### config.mk
export PLATFORM = sky130hd
export DESIGN_NAME = program_loader_flat
export DESIGN_NICKNAME = d
export VERILOG_FILES = /design/src/rtl/program_loader_if.sv /design/src/rtl/program_loader.sv /design/src/flat_wrapper.sv
export SDC_FILE = /design/constraint.sdc
export NUM_CORES = 1
export LEC_CHECK = 0
export CAP_MARGIN = 20
export CORE_MARGIN = 4
export CORE_UTILIZATION = 53
export DETAILED_ROUTE_END_ITERATION = 10
export PLACE_DENSITY = 0.8
export SLEW_MARGIN = 20
export SYNTH_ARGS = -nofsm -noshare
export SYNTH_HDL_FRONTEND = slang
export SYNTH_SLANG_ARGS = --single-unit
### constraint.sdc
create_clock -name clk -period 2.8 [get_ports clk]
set_input_delay 0.42 -clock clk [delete_from_list [all_inputs] [get_ports clk]]
set_output_delay 0.42 -clock clk [all_outputs]
set_load 0.03 [all_outputs]
### src/rtl/program_loader_if.sv
// Program loader bus: UART byte stream in, ack byte out,
// instruction BRAM write port and load status.
interface program_loader_if #(
    parameter int ADDR_W = 14
);
    logic [2:0]        mode;
    logic              rx_valid;
    logic [7:0]        rx_data;
    logic              tx_ready;
    logic              tx_valid;
    logic [7:0]        tx_data;
    logic              mem_we;
    logic [ADDR_W-1:0] mem_addr;
    logic [31:0]       mem_wdata;
    logic [ADDR_W:0]   words_done;
    logic              done;
    logic              error;

    modport master (
        input  mode, rx_valid, rx_data, tx_ready,
        output tx_valid, tx_data,
        output mem_we, mem_addr, mem_wdata,
        output words_done, done, error
    );

    modport slave (
        output mode, rx_valid, rx_data, tx_ready,
        input  tx_valid, tx_data,
        input  mem_we, mem_addr, mem_wdata,
        input  words_done, done, error
    );
endinterface

### src/rtl/program_loader.sv
// Program loader: header word count N, then N little-endian
// words written to instruction BRAM, then one ack byte.
module program_loader #(
    parameter int          ADDR_W   = 14,
    parameter logic [7:0]  ACK_BYTE = 8'hAA
) (
    input  logic             clk,
    input  logic             rstn,
    program_loader_if.master bus
);
    localparam logic [2:0]  S_HDR  = 3'd0;
    localparam logic [2:0]  S_DATA = 3'd1;
    localparam logic [2:0]  S_ACK  = 3'd2;
    localparam logic [2:0]  S_FIN  = 3'd3;
    localparam logic [2:0]  S_ERR  = 3'd4;
    localparam logic [2:0]  M_LOAD = 3'd1;
    localparam logic [32:0] MAX_N  = 33'd1 << ADDR_W;

    logic [2:0]        r_state;
    logic [1:0]        r_idx;
    logic [23:0]       r_word;
    logic [ADDR_W:0]   r_n;
    logic [ADDR_W:0]   r_words_done;
    logic              r_mem_we;
    logic [ADDR_W-1:0] r_mem_addr;
    logic [31:0]       r_mem_wdata;
    logic              r_tx_valid;
    logic [7:0]        r_tx_data;
    logic              r_done;
    logic              r_error;

    logic              w_load;
    logic              w_accept;
    logic              w_last_byte;
    logic [31:0]       w_full;
    logic [ADDR_W:0]   w_words_next;
    logic              w_hdr_zero;
    logic              w_hdr_big;

    assign w_load       = (bus.mode == M_LOAD);
    assign w_accept     = bus.rx_valid && w_load &&
                          ((r_state == S_HDR) || (r_state == S_DATA));
    assign w_last_byte  = w_accept && (r_idx == 2'd3);
    assign w_full       = {bus.rx_data, r_word};
    assign w_words_next = r_words_done + 1'b1;
    assign w_hdr_zero   = (w_full == 32'd0);
    assign w_hdr_big    = ({1'b0, w_full} > MAX_N);

    // Byte index and the three low bytes of the word being built.
    always_ff @(posedge clk or negedge rstn) begin
        if (!rstn) begin
            r_idx  <= 2'd0;
            r_word <= 24'd0;
        end else if (w_accept) begin
            r_idx <= r_idx + 2'd1;
            case (r_idx)
                2'd0:    r_word[7:0]   <= bus.rx_data;
                2'd1:    r_word[15:8]  <= bus.rx_data;
                2'd2:    r_word[23:16] <= bus.rx_data;
                default: r_word        <= r_word;
            endcase
        end
    end

    // Load sequencing: header decode, BRAM writes, ack handshake.
    always_ff @(posedge clk or negedge rstn) begin
        if (!rstn) begin
            r_state      <= S_HDR;
            r_n          <= '0;
            r_words_done <= '0;
            r_mem_we     <= 1'b0;
            r_mem_addr   <= '0;
            r_mem_wdata  <= 32'd0;
            r_tx_valid   <= 1'b0;
            r_tx_data    <= 8'd0;
            r_done       <= 1'b0;
            r_error      <= 1'b0;
        end else begin
            r_mem_we <= 1'b0;
            // A write issued last cycle retires here, even if mode
            // has just left LOAD, so mem_we stays a single pulse.
            if (r_mem_we) begin
                r_words_done <= w_words_next;
                if (w_words_next == r_n) begin
                    r_state    <= S_ACK;
                    r_tx_valid <= 1'b1;
                    r_tx_data  <= ACK_BYTE;
                end
            end
            case (r_state)
                S_HDR: begin
                    if (w_last_byte) begin
                        if (w_hdr_zero) begin
                            r_state    <= S_ACK;
                            r_tx_valid <= 1'b1;
                            r_tx_data  <= ACK_BYTE;
                        end else if (w_hdr_big) begin
                            r_state <= S_ERR;
                            r_error <= 1'b1;
                        end else begin
                            r_state <= S_DATA;
                            r_n     <= w_full[ADDR_W:0];
                        end
                    end
                end
                S_DATA: begin
                    if (w_last_byte) begin
                        r_mem_we    <= 1'b1;
                        r_mem_addr  <= r_words_done[ADDR_W-1:0];
                        r_mem_wdata <= w_full;
                    end
                end
                S_ACK: begin
                    if (w_load && bus.tx_ready) begin
                        r_tx_valid <= 1'b0;
                        r_state    <= S_FIN;
                        r_done     <= 1'b1;
                    end
                end
                default: begin
                    r_state <= r_state;
                end
            endcase
        end
    end

    assign bus.tx_valid   = r_tx_valid;
    assign bus.tx_data    = r_tx_data;
    assign bus.mem_we     = r_mem_we;
    assign bus.mem_addr   = r_mem_addr;
    assign bus.mem_wdata  = r_mem_wdata;
    assign bus.words_done = r_words_done;
    assign bus.done       = r_done;
    assign bus.error      = r_error;
endmodule

### src/flat_wrapper.sv
// flat-port wrapper written by rule: the top's interface ports become plain ports
module program_loader_flat 
#(
    parameter int          ADDR_W   = 14,
    parameter logic [7:0]  ACK_BYTE = 8'hAA
)
  (clk, rstn, bus_mode, bus_rx_valid, bus_rx_data, bus_tx_ready, bus_tx_valid, bus_tx_data, bus_mem_we, bus_mem_addr, bus_mem_wdata, bus_words_done, bus_done, bus_error);
  program_loader_if #(.ADDR_W(ADDR_W)) bus_i ();
  input  logic clk;
  input  logic rstn;
  input wire logic [$bits(bus_i.mode)-1:0] bus_mode;
  input wire logic [$bits(bus_i.rx_valid)-1:0] bus_rx_valid;
  input wire logic [$bits(bus_i.rx_data)-1:0] bus_rx_data;
  input wire logic [$bits(bus_i.tx_ready)-1:0] bus_tx_ready;
  output wire logic [$bits(bus_i.tx_valid)-1:0] bus_tx_valid;
  output wire logic [$bits(bus_i.tx_data)-1:0] bus_tx_data;
  output wire logic [$bits(bus_i.mem_we)-1:0] bus_mem_we;
  output wire logic [$bits(bus_i.mem_addr)-1:0] bus_mem_addr;
  output wire logic [$bits(bus_i.mem_wdata)-1:0] bus_mem_wdata;
  output wire logic [$bits(bus_i.words_done)-1:0] bus_words_done;
  output wire logic [$bits(bus_i.done)-1:0] bus_done;
  output wire logic [$bits(bus_i.error)-1:0] bus_error;
  assign bus_i.mode = bus_mode;
  assign bus_i.rx_valid = bus_rx_valid;
  assign bus_i.rx_data = bus_rx_data;
  assign bus_i.tx_ready = bus_tx_ready;
  assign bus_tx_valid = bus_i.tx_valid;
  assign bus_tx_data = bus_i.tx_data;
  assign bus_mem_we = bus_i.mem_we;
  assign bus_mem_addr = bus_i.mem_addr;
  assign bus_mem_wdata = bus_i.mem_wdata;
  assign bus_words_done = bus_i.words_done;
  assign bus_done = bus_i.done;
  assign bus_error = bus_i.error;
  program_loader #(.ADDR_W(ADDR_W), .ACK_BYTE(ACK_BYTE)) u_core (.clk(clk), .rstn(rstn), .bus(bus_i));
endmodule
==> run summary <==
The logs give 2880 ps for the data arrival at the endpoint of the critical path and 49 for the count of unique library cells instantiated by Yosys. The number of storage elements in the synthesis netlist came out at 117. The logs give 0 for the hold violation count in the final report and 0 for the initial antenna violation count. The run gives 0 as the number of pins with negative max-slew slack in the final report. Detailed placement finished with a half-perimeter wire length of 7570 um. TritonCTS built the clock tree. The flow ran to the end, and the final reports show no timing, DRC or antenna violations.

The die is 106 um wide. The detailed router placed 3446 vias in this run. For the area enclosed by the die boundary, the log shows 11200 um2. During placement, the flow inserted port buffers numbering 87. The tools report the relative contribution of sequential cells to total power as 46.8%. The final critical path takes up 89.2% of the cycle.

At the placement stage, the worst setup path has a slack of 134 ps. Measured along the y axis, the die boundary spans 106 um. The tools report the number of nets in the finished design as 512. Critical path class: reg2reg. The tools report the number of instances in the synthesized netlist as 387. The CTS buffer count is 17, and the synthesized net count is 407.

The worst slew margin relative to its limit was 60.4%; the residual overflow from global routing was 0. Across every metal layer, demand over resource in global routing totals 21.5%. For this run, the number of standard cells in the final layout without fillers is 634. The worst setup skew after layout came out at 9.35 ps. Setup slack closes at 302 ps.

In this run, placement finished with an instance count of 600. Routability-driven placement finished with a final weighted congestion of 0.828. Path type of the worst min-delay path: in2async. The clock latency of the later-clocked register in the worst-skew pair is 500 ps. The number of top-level design ports is 88, and the fraction of registers with async set or reset after synthesis is 100%.

The number of antenna cells inserted came out at 0. The via count of the first global-routing pass came out at 3633. The run gives 5090 um2 as the cell area after synthesis.

Net switching is 26.8% of the power. Row generation in the floorplan step produced 35 rows. The tools report the wire length of the first global-routing pass as 18900 um. Setup repair after global routing left no endpoint under its margin.

Summing internal, switching and leakage power gives 4.37 mW. The H-tree was split into 4 levels. The tools report the largest buffer count on any clock path as 2. Setup violations remaining at the end of the flow were counted as 0. The fmax was 0.400 GHz. Area added between synthesis and finish: 32.3%.

STA classifies the critical path startpoint as a flip-flop. For this run, design rule violations remaining after detail routing come to 0. The total of warnings raised by yosys was 0. The wire length per cell was 17.5 um; the initial core utilization was 54.8%. In this run the standard cell core region covers 9280 um2.

The commonest register cell after synthesis is sky130_fd_sc_hd__dfrtp_1. The average via count per standard cell works out to 5.44. Clock-pin slew was measured on the worst setup and hold paths at 60 ps.

Setup total negative slack on the finished layout was measured at 0 ps. For this run, the share of the core covered by cells in the final layout is 72.5%. The routed wire length is 11100 um, and the worst supply voltage drop on vdd is 0.418 mV. A synthesized cell averages 13.1 um2. The required time at the worst-slack endpoint is 3190 ps, and the worst-path maximum fanout is 8.

Combinational logic is responsible for 9.6% of the overall power. STA classifies the critical path endpoint as a flip-flop. The tools report the leakage power total as 3.20 nW.

The shortest clock period the worst path allows after layout works out to 2500 ps. In the final layout, the share of cells above drive strength 1 is 28.7%. Largest net degree at the start of global routing: 73.

The sequential element share of the synthesized area is 57.6%. The detailed router's first-iteration violation count is 140, and the share of power burned in the clock network is 43.5%. The internal power of the cells totals 3.20 mW. For this design, the sink count on the clock tree is 117.

The tool flagged a number of max-cap violations equal to 0. Clock root buffer master: sky130_fd_sc_hd__clkbuf_8. The count of nets left with antenna violations once routing finished came out at 0. In this run the power spent charging and discharging nets is 1.17 mW. For the pin with the worst max-slew slack, the measured transition is 594 ps. For this run, the detailed router's first-pass iteration total came to 4. The power density normalized to cell area came out at 649 nW/um2.

In this run, synthesis inferred 0 flip-flops with an integrated enable.
-- final cells by class --
type / count / area, um2
clock buffers: 18 / 428
flip-flops and latches: 117 / 2930
inverters: 4 / 15.0
multi-input cells: 248 / 2070
clock inverters: 14 / 103
well taps: 129 / 161
fillers: 630 / 2550
repair buffers: 104 / 1020
-- kinds of logic after synthesis --
group           count (synthesis)  share of synthesized area [%]
flops                         117                           57.6
simple gates                  102                           11.0
mux                            85                           18.8
xor+xnor                       29                           4.99
compound gates                 27                           4.01
buf+inv                        22                           2.36
fa+ha+maj                       5                           1.23
-- power by group through the flow --
stage / registers, mW / clock network, mW / logic (mW)
final: 2.05 / 1.90 / 0.421
after global routing: 2.07 / 2.02 / 0.464
after CTS: 2.05 / 1.93 / 0.425
after detailed placement: 2.07 / 0 / 0.416
after global placement: 2.06 / 0 / 0.395
after floorplan: 2.01 / 0 / 0.266
-- worst max-delay path: stages, from the launching register on --
cell and delay (ps):
sky130_fd_sc_hd__dfrtp_1 480, sky130_fd_sc_hd__ha_2 310, sky130_fd_sc_hd__nand4_1 100, sky130_fd_sc_hd__buf_4 180, sky130_fd_sc_hd__nor4_2 300, sky130_fd_sc_hd__xnor2_1 100, sky130_fd_sc_hd__a211o_1 290, sky130_fd_sc_hd__a211oi_2 190
sky130_fd_sc_hd__a31oi_2 200, sky130_fd_sc_hd__and2_1 220
-- registers in the layout (all words and copies together) (netlist names), 2 cells and up --
name	count
u_core.bus.mem_wdata	32
u_core.bus.mem_addr	14
u_core.r_state	3
u_core.r_idx	2
u_core.r_n	15
u_core.bus.words_done	15
u_core.bus.tx_data	8
u_core.r_word	24
-- Yosys cell counts, drive strengths merged, types with 2 or more instances --
master | instances | area [um2]
dfrtp | 117 | 2930
mux2 | 85 | 957
nand2 | 19 | 73.8
xnor2 | 18 | 158
nor2 | 16 | 60.1
nand4 | 11 | 75.1
xor2 | 11 | 96.3
nand2b | 10 | 62.6
nand3 | 10 | 50.1
nor4 | 10 | 68.8
buf | 9 | 60.1
clkbuf | 9 | 45.0
o21ai | 7 | 35.0
nor3 | 6 | 30.0
ha | 5 | 62.6
and2 | 4 | 25.0
and3 | 4 | 25.0
inv | 4 | 15.0
nor2b | 3 | 18.8
nor3b | 3 | 22.5
a211o | 2 | 17.5
a211oi | 2 | 20.0
a21oi | 2 | 10.0
a31oi | 2 | 18.8
and3b | 2 | 17.5
o21bai | 2 | 15.0
-- metal layers --
layer,global-route usage (%),share of wire [%]
met1,26.7,43
met2,35.3,50
met3,6.50,5.3
met4,8.33,1.9
met5,0,0
-- metrics by stage --
step,hold WS [ps],area [um2]
after floorplan,124,5090
after global placement,449,6150
after detailed placement,454,6150
after CTS,468,6690
after global routing,486,6730
final,461,6730
-- what timing repair did --
item,CTS,global route
setup endpoints to repair,0,11
setup buffers,0,1
hold buffers,1,0
hold endpoints to repair,45,0
gates resized for setup,0,6
-- cells in the final DEF, fill, tap and decap left out, types with 3 or more instances in the layout --
cell type,instances
sky130_fd_sc_hd__nand4_1,10
sky130_fd_sc_hd__nor2b_1,3
sky130_fd_sc_hd__inv_6,4
sky130_fd_sc_hd__mux2_2,85
sky130_fd_sc_hd__xor2_1,11
sky130_fd_sc_hd__clkinv_2,4
sky130_fd_sc_hd__ha_1,4
sky130_fd_sc_hd__and3_1,4
sky130_fd_sc_hd__nand2b_1,10
sky130_fd_sc_hd__nor3_1,5
sky130_fd_sc_hd__nor2_1,16
sky130_fd_sc_hd__nor4_1,7
sky130_fd_sc_hd__and2_1,4
sky130_fd_sc_hd__clkbuf_16,16
sky130_fd_sc_hd__buf_4,15
sky130_fd_sc_hd__o21ai_0,7
sky130_fd_sc_hd__dfrtp_1,116
sky130_fd_sc_hd__nand3_1,9
sky130_fd_sc_hd__inv_1,4
sky130_fd_sc_hd__nor3b_1,3
sky130_fd_sc_hd__nand2_1,18
sky130_fd_sc_hd__xnor2_1,18
sky130_fd_sc_hd__clkinvlp_4,4
sky130_fd_sc_hd__clkdlybuf4s50_1,86
-- final timing paths --
check                      depth (start not counted)  slack [ps]                      to                startpoint
hold / removal                                     2         460  u_core.bus.mem_addr[3]                      rstn
max in group asynchronous                          3        1570       u_core.r_word[10]                      rstn
setup reg to reg                                   9         300   u_core.bus.tx_data[6]  u_core.bus.words_done[1]
setup / recovery                                   9         300   u_core.bus.tx_data[6]  u_core.bus.words_done[1]
hold reg to reg                                    1         460   u_core.bus.tx_data[5]     u_core.bus.tx_data[5]
min in group clk                                   1         460   u_core.bus.tx_data[5]     u_core.bus.tx_data[5]
Power figures use the tool's default switching activity.
